## src/rtl/led_scan_pkg.sv

```systemverilog
// Shared types and constants for the 8x8 LED matrix scan driver.
package led_scan_pkg;

  localparam int unsigned ROWS = 8;
  localparam int unsigned COLS = 8;

  typedef enum logic [0:0] {
    S_IDLE,
    S_SCAN
  } scan_state_t;

  typedef logic [ROWS-1:0][COLS-1:0] frame_t;

endpackage

```

## src/rtl/blink_timer.sv

```systemverilog
// Counts frame wraps and toggles the cursor blink phase every BLINK_FRAMES frames.
module blink_timer #(
  parameter int unsigned BLINK_FRAMES = 32
) (
  input  logic Clock,
  input  logic Reset,
  input  logic clear,
  input  logic frame_wrap,
  output logic phase
);

  localparam int unsigned CntWidth = (BLINK_FRAMES > 1) ? $clog2(BLINK_FRAMES) : 1;
  localparam logic [CntWidth-1:0] CntLast = CntWidth'(BLINK_FRAMES - 1);

  logic [CntWidth-1:0] count_q, count_d;
  logic                phase_q, phase_d;

  always_comb begin
    count_d = count_q;
    phase_d = phase_q;
    if (clear) begin
      count_d = '0;
      phase_d = 1'b0;
    end else if (frame_wrap) begin
      if (count_q == CntLast) begin
        count_d = '0;
        phase_d = ~phase_q;
      end else begin
        count_d = count_q + 1'b1;
      end
    end
  end

  always_ff @(posedge Clock) begin
    if (!Reset) begin
      count_q <= '0;
      phase_q <= 1'b0;
    end else begin
      count_q <= count_d;
      phase_q <= phase_d;
    end
  end

  assign phase = phase_q;

endmodule

```

## src/rtl/led_scan_driver.sv

```systemverilog
// Row-multiplexed 8x8 LED driver: double-buffered frame, per-row dwell with leading
// blanking, and a blinking inverted cursor row. All outputs are registered.
module led_scan_driver
  import led_scan_pkg::*;
#(
  parameter int unsigned DWELL_CYCLES = 1024,
  parameter int unsigned BLANK_CYCLES = 2,
  parameter int unsigned BLINK_FRAMES = 32
) (
  input  logic            Clock,
  input  logic            Reset,
  input  logic            Enable,
  input  logic [7:0][7:0] lights,
  input  logic [2:0]      cursor,
  input  logic            cursor_en,
  output logic [7:0]      row_sel,
  output logic [7:0]      col_data,
  output logic            frame_done
);

  localparam int unsigned DwellWidth = (DWELL_CYCLES > 1) ? $clog2(DWELL_CYCLES) : 1;
  localparam logic [DwellWidth-1:0] DwellLast = DwellWidth'(DWELL_CYCLES - 1);

  scan_state_t           state_q, state_d;
  logic [2:0]            row_q, row_d;
  logic [DwellWidth-1:0] dwell_q, dwell_d;
  frame_t                shadow_q, shadow_d;
  logic [2:0]            cursor_q, cursor_d;
  logic                  cursor_en_q, cursor_en_d;
  logic [7:0]            row_sel_q, row_sel_d;
  logic [7:0]            col_data_q, col_data_d;
  logic                  frame_done_q, frame_done_d;

  logic last_dwell;
  logic frame_wrap;
  logic capture;
  logic in_blank;
  logic blink_phase;

  // A zero-length blanking window must not produce an always-false unsigned compare.
  if (BLANK_CYCLES == 0) begin : g_no_blank
    assign in_blank = 1'b0;
  end else begin : g_blank
    assign in_blank = 32'(dwell_q) < BLANK_CYCLES;
  end

  always_comb begin
    last_dwell = (dwell_q == DwellLast);
    frame_wrap = Enable && (state_q == S_SCAN) && last_dwell && (row_q == 3'd7);
    // Idle exit and frame wrap are the only points where the frame is latched.
    capture    = Enable && ((state_q == S_IDLE) || frame_wrap);
  end

  always_comb begin
    state_d = state_q;
    row_d   = row_q;
    dwell_d = dwell_q;
    if (!Enable) begin
      state_d = S_IDLE;
      row_d   = '0;
      dwell_d = '0;
    end else begin
      unique case (state_q)
        S_IDLE: begin
          state_d = S_SCAN;
          row_d   = '0;
          dwell_d = '0;
        end
        S_SCAN: begin
          if (last_dwell) begin
            dwell_d = '0;
            row_d   = row_q + 3'd1;
          end else begin
            dwell_d = dwell_q + 1'b1;
          end
        end
      endcase
    end
  end

  always_comb begin
    shadow_d    = shadow_q;
    cursor_d    = cursor_q;
    cursor_en_d = cursor_en_q;
    if (capture) begin
      shadow_d    = lights;
      cursor_d    = cursor;
      cursor_en_d = cursor_en;
    end
  end

  // Outputs are a registered decode of the current scan position.
  always_comb begin
    row_sel_d    = '0;
    col_data_d   = '0;
    frame_done_d = 1'b0;
    if (Enable && (state_q == S_SCAN)) begin
      if (!in_blank) begin
        row_sel_d  = 8'b1 << row_q;
        col_data_d = shadow_q[row_q];
        if (cursor_en_q && (cursor_q == row_q) && blink_phase) begin
          col_data_d = ~shadow_q[row_q];
        end
      end
      frame_done_d = last_dwell && (row_q == 3'd7);
    end
  end

  always_ff @(posedge Clock) begin
    if (!Reset) begin
      state_q      <= S_IDLE;
      row_q        <= '0;
      dwell_q      <= '0;
      shadow_q     <= '0;
      cursor_q     <= '0;
      cursor_en_q  <= 1'b0;
      row_sel_q    <= '0;
      col_data_q   <= '0;
      frame_done_q <= 1'b0;
    end else begin
      state_q      <= state_d;
      row_q        <= row_d;
      dwell_q      <= dwell_d;
      shadow_q     <= shadow_d;
      cursor_q     <= cursor_d;
      cursor_en_q  <= cursor_en_d;
      row_sel_q    <= row_sel_d;
      col_data_q   <= col_data_d;
      frame_done_q <= frame_done_d;
    end
  end

  blink_timer #(
    .BLINK_FRAMES(BLINK_FRAMES)
  ) u_blink_timer (
    .Clock     (Clock),
    .Reset     (Reset),
    .clear     (!Enable),
    .frame_wrap(frame_wrap),
    .phase     (blink_phase)
  );

  assign row_sel    = row_sel_q;
  assign col_data   = col_data_q;
  assign frame_done = frame_done_q;

endmodule

```

## config.mk

```make
export PLATFORM = sky130hd
export DESIGN_NAME = led_scan_driver
export DESIGN_NICKNAME = d
export VERILOG_FILES = /design/src/rtl/led_scan_pkg.sv /design/src/rtl/blink_timer.sv /design/src/rtl/led_scan_driver.sv
export SDC_FILE = /design/constraint.sdc
export NUM_CORES = 1
export LEC_CHECK = 0
export ABC_AREA = 0
export CAP_MARGIN = 20
export CORE_UTILIZATION = 51
export DETAILED_ROUTE_END_ITERATION = 10
export PLACE_DENSITY = 0.79
export SLEW_MARGIN = 40
export SYNTH_ARGS = -nofsm -noshare
export SYNTH_HDL_FRONTEND = slang
export SYNTH_SLANG_ARGS = --single-unit
export TNS_END_PERCENT = 30
```

## constraint.sdc

```tcl
create_clock -name Clock -period 3.7 [get_ports Clock]
set_clock_uncertainty 0.2 [all_clocks]
set_input_delay 0.74 -clock Clock [delete_from_list [all_inputs] [get_ports Clock]]
set_output_delay 0.74 -clock Clock [all_outputs]
set_load 0.005 [all_outputs]
```

==> results.ini <==
[clock_network]
clock_latency_ns=0.36
cts_hold_buf=0
cts_htree_levels=3
cts_tree=yes
numCtsBuffers=9
clkSlewWorstSetupHoldPaths_ns=0.10
cts-root-buf=clkbuf_8
cts_sinks=105
cts_resized=0
clk_path_buf_depth=2
post_cts_buffers=0

[synth]
ys_types=40
syn_inst=489
synth_top_area_cell=dfxtp_1
yosysWarningCount=0
yosys-top-cells-area=dfxtp_1 47%, nand3_1 8.1%, mux4_2 8.1%
synth_fp_nets=568
synth_top_area_share_pct=47.4
syn_avg_cell_area_um2=9.07
syn_area_um2=4440
ys_ff_latch=105
yosysSeqAreaShare_pct=47.4

[final_layout]
drive_gt1_share_pct=8.21
fin_area_um2=5560
antenna_cells=0
final_cells=665
final_common_cell=dfxtp_1
layout_common_cells=105 x dfxtp_1, 86 x clkdlybuf4s50_1, 77 x nand2_1
area_delta_synth_final_pct=25.3
final_nets=634
final_core_util_pct=67.0

[power]
power_mw=2.19
leakagePower_nw=1.95
ir_drop_mv=0.352
power.density_nw_per_um2=394

[routing]
drt_iter0_drc=120
drc=0
ant_nets=0
dr.pass1.iters=4
drt_wl_total_um=9100
wl_per_cell_um=13.7
viasPerCell=5.31
vias=3531

[place]
placement.io_buffers=87
gp_congestion=0.775
dpl.hpwl_um=6220
dpl_worst_slack_ns=0.893
placed_cells=649
placed_area_um2=5330

[job]
maxCapViolations=0

[critical_path]
max_stage_delay_ns=0.59
startpoint_type=input pin
cp_num_buf_inv=1
cp.required_ns=3.79
cp_slowest_cell=clkdlybuf4s50_1
worstPathCellList=clkdlybuf4s50_1 -> nand4_1 -> or4_4 -> or4_1 -> o21ai_1
path_max_fanout=11
critPathKind=in -> reg
path_delay_family=simple AND/OR/NAND/NOR gates
cp.arrival_ns=2.57
endpoint_kind=flip-flop

[sta]
fmax_mhz=403
setup_violations=0
worst_pin_slew_ns=0.760
fin_setup_tns_ns=0
setup_ws_ns=1.22
slew_viol_final=0
holdWs_ns=0.250
slew_headroom_pct=48.9
hold_viol=0
period_minus_slack_ns=2.48
rsz0062_at_grt=no
finalCritPeriodShare_pct=67.1

[die]
die_w_um=95.3
coreArea_um2=8300
rows=33
die_h_um=95.3
dieArea_um2=9070
io_pins=88
start_util_pct=53.4

[global_route]
grt_pass1_wl_um=14400
antenna_found_initial=0
grt_usage_pct=20.7
first_global_vias=3104
gr-total-overflow=0
grt_start_max_net_pins=137

[status]
status=finished clean

[worst_hold_path]
hold_path.class=reg -> reg

==> cells by family after synthesis <==
logic type | synth area share (%)
xor+xnor | 3.75
flops | 47.4
simple gates | 21.7
buf+inv | 4.60
compound gates | 9.90
mux | 10.4
fa+ha+maj | 2.26
==> final timing paths <==
path	startpoint	end	slack [ns]	cells after the start
max	Enable	u_blink_timer.count_q[3]$_SDFFE_PN0P_	1.22	5
min reg2reg	shadow_q[25]$_SDFFE_PN0P_	shadow_q[25]$_SDFFE_PN0P_	0.25	2
min	shadow_q[25]$_SDFFE_PN0P_	shadow_q[25]$_SDFFE_PN0P_	0.25	2
max reg2reg	dwell_q[1]$_SDFF_PP0_	u_blink_timer.count_q[3]$_SDFFE_PN0P_	1.37	5
==> routing by layer <==
layer	global-route usage, %	part of all wire [%]	wire length (um)	up-vias
met1	26.7	45	4080	1603
met2	34.0	49	4460	88
li1	-	-	-	1829
met3	5.74	4.9	450	11
met4	5.81	1.1	101	0
met5	0	0	0	-
==> sequential cells by signal (all words and copies together) (netlist names), 3 cells and up <==
name                   cells
row_q                      3
shadow_q                  64
dwell_q                   10
cursor_q                   3
u_blink_timer.count_q      5
col_data                   8
row_sel                    8
==> worst min-delay path: stages, from the launching register on <==
cell,delay [ns]
dfxtp_1,0.32
nand2_1,0.05
o21ai_1,0.05
==> synthesized netlist by cell type <==
master and n:
nor2_1 24, or2_2 1, inv_1 8, buf_4 5, nand3b_1 1, nor3b_1 1, mux4_2 16, nand4_1 3
or4_4 1, and4_1 1, and2_1 4, nor4_4 1, o21ai_1 6, o41ai_1 1, a31oi_1 2, mux2i_1 10
nor4_1 1, o32ai_2 1, buf_6 1, nand4_2 1, o211ai_1 3, o21ai_0 64, nand2b_1 1, nand3_2 1
buf_1 1, clkbuf_1 27, xnor2_1 4, nand3_1 72, nor3_1 2, dfxtp_1 105, xor2_1 15, and3_1 7
buf_2 4, or3_2 1, or4_1 2, or3_1 1, a21oi_1 4, a31o_2 1, nand2_1 77, ha_1 8
==> cell type report <==
class	instances	area, um^2
Clock buffer	11	141
Clock inverter	5	85.1
Inverter	8	30.0
Tap cell	105	131
Timing Repair Buffer	93	926
Sequential cell	105	2100
Multi-Input combinational cell	338	2140
Fill cell	675	2740
==> power by group <==
group          switching (mW)  total, mW  internal, mW
Clock                   0.388      0.793         0.405
Sequential             0.0223       1.20          1.17
Combinational          0.0883      0.197         0.109
Total                   0.499       2.19          1.69
Power figures use the tool's default switching activity.
